[src/rtl/usb_in_ep_packetizer_if.sv]
// Stream-side and protocol-engine-side signals of the bulk IN packetizer.
// The slave modport is the packetizer's view; master is the surrounding logic.
interface usb_in_ep_packetizer_if #(
    parameter int DEPTH = 128
) ();
    localparam int LW = $clog2(DEPTH) + 1;

    logic [7:0]    s_data;
    logic          s_valid;
    logic          s_ready;
    logic          flush;
    logic          stall_req;
    logic [LW-1:0] level;
    logic          in_ep_req;
    logic          in_ep_grant;
    logic          in_ep_data_free;
    logic          in_ep_data_put;
    logic [7:0]    in_ep_data;
    logic          in_ep_data_done;
    logic          in_ep_stall;
    logic          in_ep_acked;

    modport master (
        output s_data, s_valid, flush, stall_req,
        output in_ep_grant, in_ep_data_free, in_ep_acked,
        input  s_ready, level, in_ep_req, in_ep_data_put,
        input  in_ep_data, in_ep_data_done, in_ep_stall
    );

    modport slave (
        input  s_data, s_valid, flush, stall_req,
        input  in_ep_grant, in_ep_data_free, in_ep_acked,
        output s_ready, level, in_ep_req, in_ep_data_put,
        output in_ep_data, in_ep_data_done, in_ep_stall
    );
endinterface

[src/rtl/usb_in_ep_packetizer.sv]
// Bulk IN endpoint producer: FWFT byte FIFO feeding max-packet-size
// transfers into the PE IN endpoint slot, with flush / ZLP termination.
module usb_in_ep_packetizer #(
    parameter int MAX_PKT = 64,
    parameter int DEPTH   = 128
) (
    input  logic                   clk,
    input  logic                   reset,
    usb_in_ep_packetizer_if.slave  bus
);
    localparam int AW = $clog2(DEPTH);
    localparam int LW = AW + 1;
    localparam logic [6:0]    MAXC = 7'(MAX_PKT);
    localparam logic [LW-1:0] FULL = LW'(DEPTH);
    localparam logic [LW-1:0] PKTL = LW'(MAX_PKT);

    typedef enum logic [1:0] {
        IDLE,
        REQ,
        FILL,
        WAIT_ACK
    } state_t;

    state_t        r_state;
    state_t        w_state_nxt;
    logic [7:0]    r_mem [DEPTH];
    logic [AW-1:0] r_wptr;
    logic [AW-1:0] r_rptr;
    logic [LW-1:0] r_level;
    logic [LW-1:0] w_level_nxt;
    logic          r_s_ready;
    logic [6:0]    r_pkt_cnt;
    logic [6:0]    w_cnt_nxt;
    logic          r_flush_pend;
    logic          w_flush_nxt;
    logic          r_zlp_pend;
    logic          w_zlp_nxt;
    logic          r_req;
    logic          r_done;
    logic          r_stall;
    logic          w_push;
    logic          w_pop;
    logic          w_full_pkt;
    logic          w_ack;
    logic          w_end_nxt;

    assign w_push = bus.s_valid && r_s_ready;
    assign w_pop  = (r_state == FILL) && bus.in_ep_data_free &&
                    (r_level != '0) && (r_pkt_cnt < MAXC) &&
                    !r_zlp_pend;
    assign w_full_pkt = (r_pkt_cnt == MAXC);
    assign w_ack      = (r_state == WAIT_ACK) && bus.in_ep_acked;

    assign w_level_nxt = r_level + LW'(w_push) - LW'(w_pop);
    assign w_cnt_nxt   = w_ack ? 7'd0 : r_pkt_cnt + 7'(w_pop);

    // A short packet or ZLP that completes retires the pending flush
    always_comb begin
        w_flush_nxt = r_flush_pend;
        if (bus.flush)
            w_flush_nxt = 1'b1;
        else if (r_done && !w_full_pkt)
            w_flush_nxt = 1'b0;
    end

    always_comb begin
        w_zlp_nxt = r_zlp_pend;
        if (w_ack)
            w_zlp_nxt = w_full_pkt && (r_flush_pend || bus.flush) &&
                        (r_level == '0);
    end

    always_comb begin
        w_state_nxt = r_state;
        unique case (r_state)
            IDLE:
                if (r_level >= PKTL || r_zlp_pend ||
                    (r_flush_pend && r_level != '0))
                    w_state_nxt = REQ;
            REQ:
                if (bus.in_ep_grant)
                    w_state_nxt = FILL;
            FILL:
                if (r_done)
                    w_state_nxt = WAIT_ACK;
            WAIT_ACK:
                if (bus.in_ep_acked)
                    w_state_nxt = IDLE;
            default:
                w_state_nxt = IDLE;
        endcase
    end

    // Done is registered one cycle ahead so it lands right after the last put
    assign w_end_nxt = (w_state_nxt == FILL) &&
                       (r_zlp_pend || w_cnt_nxt == MAXC ||
                        (w_flush_nxt && w_level_nxt == '0));

    always_ff @(posedge clk) begin
        if (reset) begin
            r_state      <= IDLE;
            r_wptr       <= '0;
            r_rptr       <= '0;
            r_level      <= '0;
            r_s_ready    <= 1'b1;
            r_pkt_cnt    <= '0;
            r_flush_pend <= 1'b0;
            r_zlp_pend   <= 1'b0;
            r_req        <= 1'b0;
            r_done       <= 1'b0;
            r_stall      <= 1'b0;
        end else begin
            r_state      <= w_state_nxt;
            r_level      <= w_level_nxt;
            r_s_ready    <= (w_level_nxt != FULL);
            r_pkt_cnt    <= w_cnt_nxt;
            r_flush_pend <= w_flush_nxt;
            r_zlp_pend   <= w_zlp_nxt;
            r_req        <= (w_state_nxt != IDLE);
            r_done       <= w_end_nxt;
            r_stall      <= bus.stall_req;
            if (w_push)
                r_wptr <= r_wptr + AW'(1);
            if (w_pop)
                r_rptr <= r_rptr + AW'(1);
        end
    end

    always_ff @(posedge clk) begin
        if (w_push)
            r_mem[r_wptr] <= bus.s_data;
    end

    assign bus.s_ready         = r_s_ready;
    assign bus.level           = r_level;
    assign bus.in_ep_req       = r_req;
    assign bus.in_ep_data_put  = w_pop;
    assign bus.in_ep_data      = r_mem[r_rptr];
    assign bus.in_ep_data_done = r_done;
    assign bus.in_ep_stall     = r_stall;
endmodule

[src/flat_wrapper.sv]
// flat-port wrapper written by rule: the top's interface ports become plain ports
module usb_in_ep_packetizer_flat 
#(
    parameter int MAX_PKT = 64,
    parameter int DEPTH   = 128
)
  (clk, reset, bus_s_data, bus_s_valid, bus_flush, bus_stall_req, bus_in_ep_grant, bus_in_ep_data_free, bus_in_ep_acked, bus_s_ready, bus_level, bus_in_ep_req, bus_in_ep_data_put, bus_in_ep_data, bus_in_ep_data_done, bus_in_ep_stall);
  usb_in_ep_packetizer_if #(.DEPTH(DEPTH)) bus_i ();
  input  logic clk;
  input  logic reset;
  input wire logic [$bits(bus_i.s_data)-1:0] bus_s_data;
  input wire logic [$bits(bus_i.s_valid)-1:0] bus_s_valid;
  input wire logic [$bits(bus_i.flush)-1:0] bus_flush;
  input wire logic [$bits(bus_i.stall_req)-1:0] bus_stall_req;
  input wire logic [$bits(bus_i.in_ep_grant)-1:0] bus_in_ep_grant;
  input wire logic [$bits(bus_i.in_ep_data_free)-1:0] bus_in_ep_data_free;
  input wire logic [$bits(bus_i.in_ep_acked)-1:0] bus_in_ep_acked;
  output wire logic [$bits(bus_i.s_ready)-1:0] bus_s_ready;
  output wire logic [$bits(bus_i.level)-1:0] bus_level;
  output wire logic [$bits(bus_i.in_ep_req)-1:0] bus_in_ep_req;
  output wire logic [$bits(bus_i.in_ep_data_put)-1:0] bus_in_ep_data_put;
  output wire logic [$bits(bus_i.in_ep_data)-1:0] bus_in_ep_data;
  output wire logic [$bits(bus_i.in_ep_data_done)-1:0] bus_in_ep_data_done;
  output wire logic [$bits(bus_i.in_ep_stall)-1:0] bus_in_ep_stall;
  assign bus_i.s_data = bus_s_data;
  assign bus_i.s_valid = bus_s_valid;
  assign bus_i.flush = bus_flush;
  assign bus_i.stall_req = bus_stall_req;
  assign bus_i.in_ep_grant = bus_in_ep_grant;
  assign bus_i.in_ep_data_free = bus_in_ep_data_free;
  assign bus_i.in_ep_acked = bus_in_ep_acked;
  assign bus_s_ready = bus_i.s_ready;
  assign bus_level = bus_i.level;
  assign bus_in_ep_req = bus_i.in_ep_req;
  assign bus_in_ep_data_put = bus_i.in_ep_data_put;
  assign bus_in_ep_data = bus_i.in_ep_data;
  assign bus_in_ep_data_done = bus_i.in_ep_data_done;
  assign bus_in_ep_stall = bus_i.in_ep_stall;
  usb_in_ep_packetizer #(.MAX_PKT(MAX_PKT), .DEPTH(DEPTH)) u_core (.clk(clk), .reset(reset), .bus(bus_i));
endmodule
[config.mk]
export PLATFORM = sky130hd
export DESIGN_NAME = usb_in_ep_packetizer_flat
export DESIGN_NICKNAME = d
export VERILOG_FILES = /design/src/rtl/usb_in_ep_packetizer_if.sv /design/src/rtl/usb_in_ep_packetizer.sv /design/src/flat_wrapper.sv
export SDC_FILE = /design/constraint.sdc
export NUM_CORES = 1
export LEC_CHECK = 0
export ABC_AREA = 1
export CORE_AREA = 2 2 335 337
export DETAILED_ROUTE_END_ITERATION = 12
export DIE_AREA = 0 0 337 339
export SYNTH_ARGS = -nofsm -noshare
export SYNTH_HDL_FRONTEND = slang
export SYNTH_SLANG_ARGS = --single-unit
[constraint.sdc]
create_clock -name clk -period 3.9 [get_ports clk]
set_clock_uncertainty 0.15 [all_clocks]
set_input_delay 0.78 -clock clk [delete_from_list [all_inputs] [get_ports clk]]
set_output_delay 0.78 -clock clk [all_outputs]
set_load 0.005 [all_outputs]
==> impl_metrics.csv <==
group,metric,value,unit
drt,post_drt_wl_per_cell,22.2,um
drt,vias,29700,
global_route,grt_overflow,0,
synth,synth_top_cell_by_area,"edfxtp_1",
layout,final_area,52000,um^2
global_route,grt_max_degree,97,
synth,synth_cell_types,32,
drt,postRouteAntennaNets,0,
power,p_int,0.0195,W
worst_setup_path,path_max_fanout,15,
die,initial_utilization,39.9,%
layout,layout_commonest_cell,"nand2_1",
layout,n_antenna_cell,0,
synth,avgSynthCellArea,11.5,um^2
power,pwr-share-seq,49.0,%
clock_network,cts_tree,"done",
placed_design,pre_cts_ws,0.0616,ns
die,die_h,339,um
global_route,grt_antenna_before_repair,0,
synth,yosysTopAreaCellShare,69.8,%
timing,max_slew_margin,18.6,%
die,rows,122,
worst_setup_path,reg2reg_depth,18,
global_route,grt_pass1_wl,183000,um
timing,whs,0.351,ns
synth,ys_seq_elements,1068,
clock_network,cts_root_buf,"clkbuf_16",
timing,hold_viol_final,0,
die,top_level_ports,37,
worst_setup_path,r2r_end,"u_core.bus.in_ep_data_done$_SDFF_PP0_",
placed_design,dpl-instance-area,46600,um^2
global_route,met3_usage,3.19,%
synth,ys_top_cells_by_area,"edfxtp_1 70%, nand3_1 11%, nand2_1 11%",
synth,synthCells,3821,
worst_setup_path,crit_chain,"buf_16 > buf_16 > buf_4 > buf_12 > nand2_1 > nand3_1 > nand3_1 > nand3_1 > nand2_1 > nand2_1 > nand3_2 > nand2_2 > nand2_2 > nand2_4 > clkdlybuf4s15_2",
worst_setup_path,startpoint_type,"flip-flop",
power,p_leak,18.6,nW
die,coreArea,110000,um^2
worst_setup_path,cp-endpoint,"bus_in_ep_data[1]",
worst_setup_path,critPathKind,"flip-flop to primary output",
global_route,use_met1,29.4,%
min_path,min_path_type,"flip-flop to flip-flop",
timing,fin_ws,0.00904,ns
worst_setup_path,critPathSlowestCell,"dfxtp_4",
power,switchingPower,0.00638,W
job,cap_violations,0,
global_route,grt_most_used_layer,"met2",
synth,syn_area,44000,um^2
clock_network,cts.clk_slew.worst_paths,0.06,ns
placed_design,dp.final_hpwl,68100,um
worst_setup_path,ff2ff_setup_slack,0.77,ns
power,combPwrFrac,12.1,%
timing,slew_viol_final,0,
clock_network,numClockSinks,1068,
global_route,grtUsageMet2,34.0,%
worst_setup_path,worst-endpoint-arrival,2.96,ns
layout,drive_gt1_share,13.4,%
power,peakVddDrop,0.389,mV
drt,drtIter0Drc,3095,
drt,routed_wl,123000,um
power,p_per_area,498,nW/um^2
clock_network,clockBufferDepth,3,
worst_setup_path,endpoint_kind,"primary output",
timing,tightest_slew,1.22,ns
drt,avgViaCountPerCell,5.36,
die,die_x,337,um
status,status,"complete, no violations",
placed_design,gp_congestion,0.847,
layout,fin_nets,4002,
clock_network,cts_hold_buf,0,
worst_setup_path,crit_required,2.97,ns
timing,finalSetupViolCount,0,
synth,syn_nets,3853,
drt,drc,0,
synth,ys_seq_area_share,71.8,%
global_route,track_usage,21.3,%
worst_setup_path,rr_startpoint,"u_core.bus.level[6]$_SDFF_PP0_",
clock_network,htree_num_levels,3,
power,p_sw_share,24.6,%
worst_setup_path,worst_path_largest_cell_delay,0.39,ns
global_route,grt_pass1_vias,28400,
power,clkPwrFrac,38.9,%
timing,final_period_minus_worst_setup_slack,3.89,ns
drt,dr.pass1.iters,6,
layout,area_growth,18.1,%
clock_network,worstSkewPairLatency,0.68,ns
clock_network,cts_buffers,106,
layout,final_cell_mix,"1193 x nand2_1, 1024 x edfxtp_1, 879 x nand3_1",
die,die_area,114000,um^2
placed_design,port_buffers,36,
synth,yosys_warnings,0,
timing,max_freq,0.257,GHz
timing,period_share,99.8,%
timing,rsz0062_at_grt,"true",
==> synthesized netlist by cell type <==
cell and count:
nand2_1 1251, edfxtp_1 1024, nand3_1 954, nor2_1 179, buf_2 110, inv_1 52
buf_6 46, dfxtp_1 44, clkbuf_1 31, buf_4 28, a21oi_1 20, buf_1 17
ha_1 15, o21ai_0 11, nor3_1 9, nand4_1 4, nand3b_1 3, o21a_1 3
xor2_1 3, a2111oi_0 2, clkinv_1 2, inv_2 2, or2_2 2, a211oi_1 1
and2_1 1, buf_8 1, fa_1 1, inv_8 1, nor3b_1 1, o22ai_1 1
o32ai_1 1, xnor2_1 1
==> routing by layer <==
| metal | part of all wire (%) | vias to the layer above |
|---|---|---|
| met5 | 0 | - |
| met1 | 42 | 14500 |
| met2 | 47 | 1249 |
| li1 | - | 13700 |
| met3 | 7.4 | 234 |
| met4 | 3.5 | 0 |
==> how the worst min path moves through the flow <==
stage / endpoint / from / depth (start not counted)
final: u_core.r_zlp_pend$_SDFFE_PP0P_ / u_core.r_zlp_pend$_SDFFE_PP0P_ / 2
after CTS: u_core.r_zlp_pend$_SDFFE_PP0P_ / u_core.r_zlp_pend$_SDFFE_PP0P_ / 2
after global routing: u_core.r_zlp_pend$_SDFFE_PP0P_ / u_core.r_zlp_pend$_SDFFE_PP0P_ / 2
after detailed placement: u_core.r_zlp_pend$_SDFFE_PP0P_ / u_core.r_zlp_pend$_SDFFE_PP0P_ / 2
after global placement: u_core.r_zlp_pend$_SDFFE_PP0P_ / u_core.r_zlp_pend$_SDFFE_PP0P_ / 2
after floorplan: flip-flop / u_core.r_rptr[5]$_SDFFE_PP0N_ / 2
==> kinds of logic (layout without fill, tap and decap cells) <==
group	after synthesis	in the layout	synth area share, %
buffers and inverters	290	526	3.85
adder cells (fa/ha/maj)	16	16	0.472
AO/OA/AOI/OAI	39	39	0.494
flip-flops	1068	1068	71.8
XOR/XNOR	4	4	0.0796
AND/OR/NAND/NOR	2404	2404	23.3
==> power by group through the flow <==
stage | logic (W) | registers (W) | clock network [W]
CTS | 0.00308 | 0.0127 | 0.0102
global placement | 0.00262 | 0.0129 | 0
detailed placement | 0.00263 | 0.0129 | 0
global route | 0.00341 | 0.0127 | 0.0106
floorplan | 0.00163 | 0.0129 | 0
finish | 0.00314 | 0.0127 | 0.0101
==> final cells by class <==
| cell class | count | area, um^2 |
|---|---|---|
| multi-input combinational | 2463 | 11300 |
| inverter | 57 | 245 |
| clock buffer | 149 | 2930 |
| timing repair inverter | 4 | 66.3 |
| fill | 9774 | 58400 |
| sequential | 1068 | 31600 |
| tap | 1488 | 1860 |
| clock inverter | 46 | 475 |
| timing repair buffer | 270 | 3510 |
==> worst max-delay path, delay by kind of cell (launching register included) <==
| family | cells | cell delay (ns) |
|---|---|---|
| and+or+nand+nor | 10 | 1.02 |
| buffers and inverters | 5 | 0.85 |
| DFF | 1 | 0.39 |
==> state kept, by name, summed over array words and instances, names as in the netlist, named ones only <==
register and flops:
u_core.bus.in_ep_data_done 1, u_core.bus.in_ep_req 1, u_core.bus.in_ep_stall 1, u_core.bus.level 8, u_core.bus.s_ready 1, u_core.r_flush_pend 1
u_core.r_mem 1024, u_core.r_pkt_cnt 7, u_core.r_rptr 7, u_core.r_state 2, u_core.r_wptr 7, u_core.r_zlp_pend 1
==> stage by stage <==
step | power (W) | utilization, % | instances | setup TNS (ns)
final | 0.0259 | 47.1 | 5545 | 0
after global routing | 0.0267 | 47.1 | 5545 | -0.273
after CTS | 0.0260 | 46.8 | 5538 | -0.0908
after detailed placement | 0.0156 | 42.2 | 5288 | 0
after global placement | 0.0156 | 42.2 | 5288 | 0
after floorplan | 0.0145 | - | 3821 | 0
==> what timing repair did <==
| item | CTS | global route |
|---|---|---|
| buffers inserted | 26 | 8 |
| setup endpoints to repair | 8 | 8 |
| hold endpoints to repair | 0 | 0 |
| pin swaps | 32 | 51 |
| cloned | 30 | 1 |
| resized for setup | 144 | 80 |
Note: power is estimated with default switching activity, not from simulation.
